File: config.mk
export PLATFORM = sky130hd
export DESIGN_NAME = unlock_ctrl
export DESIGN_NICKNAME = d
export VERILOG_FILES = /design/src/rtl/unlock_ctrl.sv
export SDC_FILE = /design/constraint.sdc
export NUM_CORES = 1
export LEC_CHECK = 0
export CAP_MARGIN = 10
export CORE_MARGIN = 2
export CORE_UTILIZATION = 58
export CTS_CLUSTER_SIZE = 12
export DETAILED_ROUTE_END_ITERATION = 10
export MAX_ROUTING_LAYER = met4
export PLACE_DENSITY = 0.92
export SLEW_MARGIN = 40
export SYNTH_ARGS = -nofsm -noshare
export SYNTH_HDL_FRONTEND = slang
export SYNTH_SLANG_ARGS = --single-unit
File: constraint.sdc
create_clock -name clk_12 -period 4.8 [get_ports clk_12]
set_input_delay 1.2 -clock clk_12 [delete_from_list [all_inputs] [get_ports clk_12]]
set_output_delay 1.2 -clock clk_12 [all_outputs]
set_load 0.005 [all_outputs]
File: src/rtl/unlock_ctrl.sv
// Unlock controller: gathers KEY_BYTES bytes, asks the comparator, unlocks or counts failures into a lockout.
// Optional inter-byte timeout is built when INTERBYTE_TIMEOUT_EN is defined.
module unlock_ctrl #(
  parameter int KEY_BYTES      = 8,
  parameter int MAX_FAILS      = 3,
  parameter int LOCKOUT_CYCLES = 12000000,
  parameter int TIMEOUT_CYCLES = 120000
) (
  input  logic       clk_12,
  input  logic       rst,
  input  logic       byte_valid,
  input  logic [7:0] byte_data,
  output logic       byte_fwd,
  output logic [7:0] byte_out,
  output logic       sr_clear,
  output logic       cmp_req,
  input  logic       cmp_ack,
  input  logic       cmp_match,
  output logic       unlocked,
  output logic       locked_out,
  output logic [1:0] fail_count
);

  typedef enum logic [1:0] {COLLECT, COMPARE, UNLOCKED, LOCKOUT} state_t;

  localparam int              LT_W       = (LOCKOUT_CYCLES > 1) ? $clog2(LOCKOUT_CYCLES) : 1;
  localparam logic [LT_W-1:0] LT_LOAD    = LT_W'(LOCKOUT_CYCLES - 1);
  localparam logic [3:0]      LAST_IDX   = 4'(KEY_BYTES - 1);
  localparam logic [2:0]      FAIL_LIMIT = 3'(MAX_FAILS);

  generate
    if (KEY_BYTES < 1 || KEY_BYTES > 15 || MAX_FAILS < 1 || MAX_FAILS > 3 ||
        LOCKOUT_CYCLES < 1 || TIMEOUT_CYCLES < 1) begin : g_bad_param
      $error("unlock_ctrl: parameter out of range");
    end
  endgenerate

  state_t          state, state_next;
  logic [3:0]      byte_cnt, byte_cnt_next;
  logic [LT_W-1:0] lock_timer, lock_timer_next;

  logic       byte_fwd_d, sr_clear_d, cmp_req_d, unlocked_d, locked_out_d;
  logic [7:0] byte_out_d;
  logic [1:0] fail_count_d;

  logic       accept, last_byte, ack, pass, fail_hit, lock_now, relock, lock_done, timeout_hit;
  logic [2:0] fail_inc;

  assign accept    = (state == COLLECT) && byte_valid;
  assign last_byte = accept && (byte_cnt == LAST_IDX);
  assign ack       = (state == COMPARE) && cmp_ack;
  assign pass      = ack && cmp_match;
  assign fail_hit  = ack && !cmp_match;
  assign fail_inc  = {1'b0, fail_count} + 3'd1;
  assign lock_now  = fail_hit && (fail_inc >= FAIL_LIMIT);
  assign relock    = (state == UNLOCKED) && byte_valid;
  assign lock_done = (state == LOCKOUT) && (lock_timer == '0);

`ifdef INTERBYTE_TIMEOUT_EN
  localparam int              TO_W    = (TIMEOUT_CYCLES > 1) ? $clog2(TIMEOUT_CYCLES) : 1;
  localparam logic [TO_W-1:0] TO_LAST = TO_W'(TIMEOUT_CYCLES - 1);

  logic [TO_W-1:0] idle_cnt, idle_cnt_next;
  logic            idling;

  // A byte arriving in the expiry cycle is not idle, so acceptance beats the timeout.
  assign idling      = (state == COLLECT) && !byte_valid && (byte_cnt != 4'd0);
  assign timeout_hit = idling && (idle_cnt == TO_LAST);

  always_comb begin
    idle_cnt_next = '0;
    if (idling && !timeout_hit)
      idle_cnt_next = idle_cnt + TO_W'(1);
  end

  always_ff @(posedge clk_12) begin
    if (rst)
      idle_cnt <= '0;
    else
      idle_cnt <= idle_cnt_next;
  end
`else
  assign timeout_hit = 1'b0;
`endif

  always_ff @(posedge clk_12) begin
    if (rst) begin
      state      <= COLLECT;
      byte_cnt   <= 4'd0;
      lock_timer <= '0;
      byte_fwd   <= 1'b0;
      byte_out   <= 8'd0;
      sr_clear   <= 1'b0;
      cmp_req    <= 1'b0;
      unlocked   <= 1'b0;
      locked_out <= 1'b0;
      fail_count <= 2'd0;
    end else begin
      state      <= state_next;
      byte_cnt   <= byte_cnt_next;
      lock_timer <= lock_timer_next;
      byte_fwd   <= byte_fwd_d;
      byte_out   <= byte_out_d;
      sr_clear   <= sr_clear_d;
      cmp_req    <= cmp_req_d;
      unlocked   <= unlocked_d;
      locked_out <= locked_out_d;
      fail_count <= fail_count_d;
    end
  end

  always_comb begin
    state_next      = state;
    byte_cnt_next   = byte_cnt;
    lock_timer_next = lock_timer;
    case (state)
      COLLECT: begin
        if (last_byte) begin
          state_next    = COMPARE;
          byte_cnt_next = 4'd0;
        end else if (accept) begin
          byte_cnt_next = byte_cnt + 4'd1;
        end else if (timeout_hit) begin
          byte_cnt_next = 4'd0;
        end
      end
      COMPARE: begin
        if (pass) begin
          state_next = UNLOCKED;
        end else if (lock_now) begin
          state_next      = LOCKOUT;
          lock_timer_next = LT_LOAD;
        end else if (fail_hit) begin
          state_next = COLLECT;
        end
      end
      UNLOCKED: begin
        if (relock) begin
          state_next    = COLLECT;
          byte_cnt_next = 4'd0;
        end
      end
      LOCKOUT: begin
        if (lock_done)
          state_next = COLLECT;
        else
          lock_timer_next = lock_timer - LT_W'(1);
      end
      default: state_next = COLLECT;
    endcase
  end

  // Output values are computed for the next state so every output is a plain register.
  always_comb begin
    byte_fwd_d   = accept;
    byte_out_d   = accept ? byte_data : byte_out;
    sr_clear_d   = fail_hit || relock || timeout_hit;
    cmp_req_d    = (state_next == COMPARE);
    unlocked_d   = (state_next == UNLOCKED);
    locked_out_d = (state_next == LOCKOUT);
    fail_count_d = fail_count;
    if (pass || lock_done)
      fail_count_d = 2'd0;
    else if (lock_now)
      fail_count_d = FAIL_LIMIT[1:0];
    else if (fail_hit)
      fail_count_d = fail_inc[1:0];
  end

endmodule

==> run_results.csv <==
group,metric,value,unit
outcome,status,"complete, no violations",
pwr,pwr-share-seq,0.629,
clock_tree,cts_resized,0,
global_route,grt_first_pass_wirelength,7.87,mm
floorplan,die_area,0.00409,sq mm
floorplan,core_area,0.00339,sq mm
synth,synthSimpleGateAreaFrac,0.272,
setup_path,endpoint_kind,"register",
pwr,p_per_area,249,mW/mm^2
setup_path,worst_path_largest_cell_delay,0.54,ns
floorplan,chipWidth,64.0,microns
sta,hold_viol_final,0,
floorplan,die-height,64.0,microns
sta,setup_tns,0,ns
setup_path,cp_top_family,"simple AND/OR/NAND/NOR gates",
global_route,track_usage,0.247,
sta,setup_violations,0,
routing,via_per_inst,6.20,
routing,drc_errors,0,
clock_tree,cts_tree,"yes",
pwr,leakage,0.883,nW
layout,antennaDiodeCount,0,
sta,tightest_slew,0.706,ns
setup_path,cp.required,5.10,ns
routing,first_pass_iters,4,
synth,synth-compound-area-share,0.224,
synth,synth-xor-area-share,0.00420,
routing,final_antenna_net_count,0,
clock_tree,clkLatencyLatePin,0.36,ns
routing,vias,1977,
synth,synthCells,248,
sta,hold_ws,0.468,ns
setup_path,worst-setup-path-type,"in -> reg",
placed_design,dp_hpwl,3.26,mm
setup_path,critPathLaunchType,"input port",
synth,synth_top_family_by_area,"simple AND/OR/NAND/NOR gates",
setup_path,r2r_cells,5,
clock_tree,clkSlewWorstSetupHoldPaths,0.13,ns
synth,syn_avg_cell_area,8.41,sq um
clock_tree,htreeDepth,2,
synth,synth_nets,266,
synth,ys_seq_elements,45,
sta,slew_headroom,0.522,
sta,timing.fmax,0.303,GHz
setup_path,path_buf_inv,1,
synth,synth_seq_area_share,0.432,
synth,yosysWarnings,0,
clock_tree,numCtsBuffers,5,
global_route,grt-ovfl-total,0,
clock_tree,hold_buffers,0,
pwr,peakVddDrop,161,uV
hold_path,hold_path_depth,2,
pwr,switching_share,0.247,
routing,post_drt_wl_per_cell,14.6,microns
pwr,p_clk_frac,0.307,
floorplan,start_util,0.615,
floorplan,core.rowCount,21,
layout,finalNetCount,290,
synth,synth.area.mux_share,0,
setup_path,slowest_stage,"or4_1",
synth,synth-adder-area-share,0.0300,
setup_path,critPathMaxFanout,8,
global_route,grt_pass1_vias,1794,
sta,finalClockSkew,0.00859,ns
layout,final_common_cell,"dfxtp_1",
pwr,pwr-share-comb,0.064,
layout,synthToLayoutAreaGrowth,16.9,%
clock_tree,cts_setup_buffers,0,
sta,min_period,3.31,ns
placed_design,port_buffers,27,
pwr,switchingPower,0.150,mW
synth,netlist_area,0.00209,sq mm
sta,grt_setup_unrepaired,"no",
synth,synth.distinct_cells,39,
routing,drtIter0Drc,173,
sta,period_share,0.689,
setup_path,worstSetupPathDepth,6,
layout,drive_gt1_frac,0.0549,
layout,fillCellCount,261,
clock_tree,cts_root_buffer,"clkbuf_4",
global_route,grt_max_degree,28,
run,drv_cap,0,
layout,final_cell_mix,"dfxtp_1, clkdlybuf4s50_1, a21oi_1, nand2_1",
routing,drt_wl_total,4.65,mm
sta,finalMaxSlewViolations,0,
pwr,internal_power,0.458,mW
floorplan,ioPinCount,28,
placed_design,globalplace.congestion,0.828,
clock_tree,clockBufferDepth,2,
setup_path,cp_data_arrival_time,3.60,ns
clock_tree,clkSinkCount,45,
global_route,antenna_found_initial,0,
setup_path,cp_cell_sequence,"clkdlybuf4s50_1, and4bb_1, nor2b_1, o311ai_1, or4_1, a21oi_1",
hold_path,hold_class,"reg -> reg",
==> worst paths after layout <==
| kind | slack [ns] | start | to |
|---|---|---|---|
| worst min register to register | 0.47 | byte_out[4] | byte_out[4] |
| worst max-delay path | 1.49 | cmp_match | lock_timer[22] |
| worst min-delay path | 0.47 | byte_out[4] | byte_out[4] |
| worst max register to register | 2.35 | state[0] | lock_timer[22] |
==> power groups by stage <==
stage / Sequential [mW] / Clock, mW / Combinational, mW
6_report: 0.383 / 0.187 / 0.0386
2_1_floorplan: 0.391 / 0 / 0.0164
3_5_place_dp: 0.391 / 0 / 0.0383
5_1_grt: 0.383 / 0.205 / 0.0428
4_1_cts: 0.382 / 0.191 / 0.0386
3_3_place_gp: 0.390 / 0 / 0.0378
==> synth_stat cells <==
master,instances,area share
clkbuf_1,10,0.018
or4_1,10,0.036
and2_1,4,0.012
xor2_1,1,0.0042
inv_1,7,0.013
nor4_1,2,0.0060
o21ai_0,15,0.036
a21oi_1,23,0.055
nand2b_1,4,0.012
or2_2,1,0.0030
a211oi_1,2,0.0072
buf_2,2,0.0048
buf_1,1,0.0018
and3_1,4,0.012
nand2_1,19,0.034
o311ai_1,1,0.0042
nand4_1,3,0.0090
a32oi_1,1,0.0042
o31ai_1,8,0.029
and4bb_1,1,0.0060
o21a_1,1,0.0036
or4_4,1,0.0054
and4_1,1,0.0042
dfxtp_1,45,0.43
nor3_1,14,0.034
nand3b_1,1,0.0036
a31oi_1,13,0.039
nor4bb_1,1,0.0048
and3b_1,1,0.0042
nor4b_1,1,0.0042
ha_1,5,0.030
a311oi_1,9,0.038
a31o_2,1,0.0042
nor2_1,14,0.025
nand3_1,5,0.012
or3_1,12,0.036
nor2b_1,2,0.0060
a211o_1,1,0.0042
or2_0,1,0.0030
==> registers in the layout, summed over array words and instances, names as in the netlist <==
register	count
byte_fwd	1
state	2
fail_count	2
byte_out	8
locked_out	1
lock_timer	24
byte_cnt	4
unlocked	1
cmp_req	1
sr_clear	1
==> through the flow <==
stage	area, sq um	instances	utilization	worst slack [ns]	total power [mW]
3_3_place_gp	2380	311	0.704	1.23	0.428
3_5_place_dp	2380	311	0.702	1.17	0.429
4_1_cts	2440	319	0.719	1.51	0.612
5_1_grt	2440	319	0.719	1.37	0.631
2_1_floorplan	2090	248	-	1.99	0.407
6_report	2440	319	0.719	1.49	0.608
==> worst register-to-register path, cell delays in order (launching register included) <==
cell and delay (ns):
dfxtp_1 0.50, and4bb_1 0.38, nor2b_1 0.49, o311ai_1 0.32, or4_1 0.54, a21oi_1 0.15
==> cells by family after synthesis <==
family / Yosys count
adder cells (fa/ha/maj): 5
XOR/XNOR: 1
buffers and inverters: 20
AND/OR/NAND/NOR: 102
AO/OA/AOI/OAI: 75
flip-flops: 45
==> cell type report <==
| type | instances | area, sq um | area share |
|---|---|---|---|
| sequential | 45 | 901 | 0.369 |
| multi-input combinational | 183 | 1110 | 0.454 |
| timing repair buffer | 30 | 288 | 0.118 |
| inverter | 7 | 26.3 | 0.0108 |
| clock buffer | 5 | 37.5 | 0.0154 |
| tap | 46 | 57.6 | 0.0236 |
| clock inverter | 3 | 21.3 | 0.00872 |
==> routing by layer <==
layer / GRT usage / part of all wire
met5: - / 0
met4: 0.0652 / 0.0082
met3: 0.0669 / 0.068
met2: 0.387 / 0.48
met1: 0.315 / 0.45
Power figures use the tool's default switching activity.
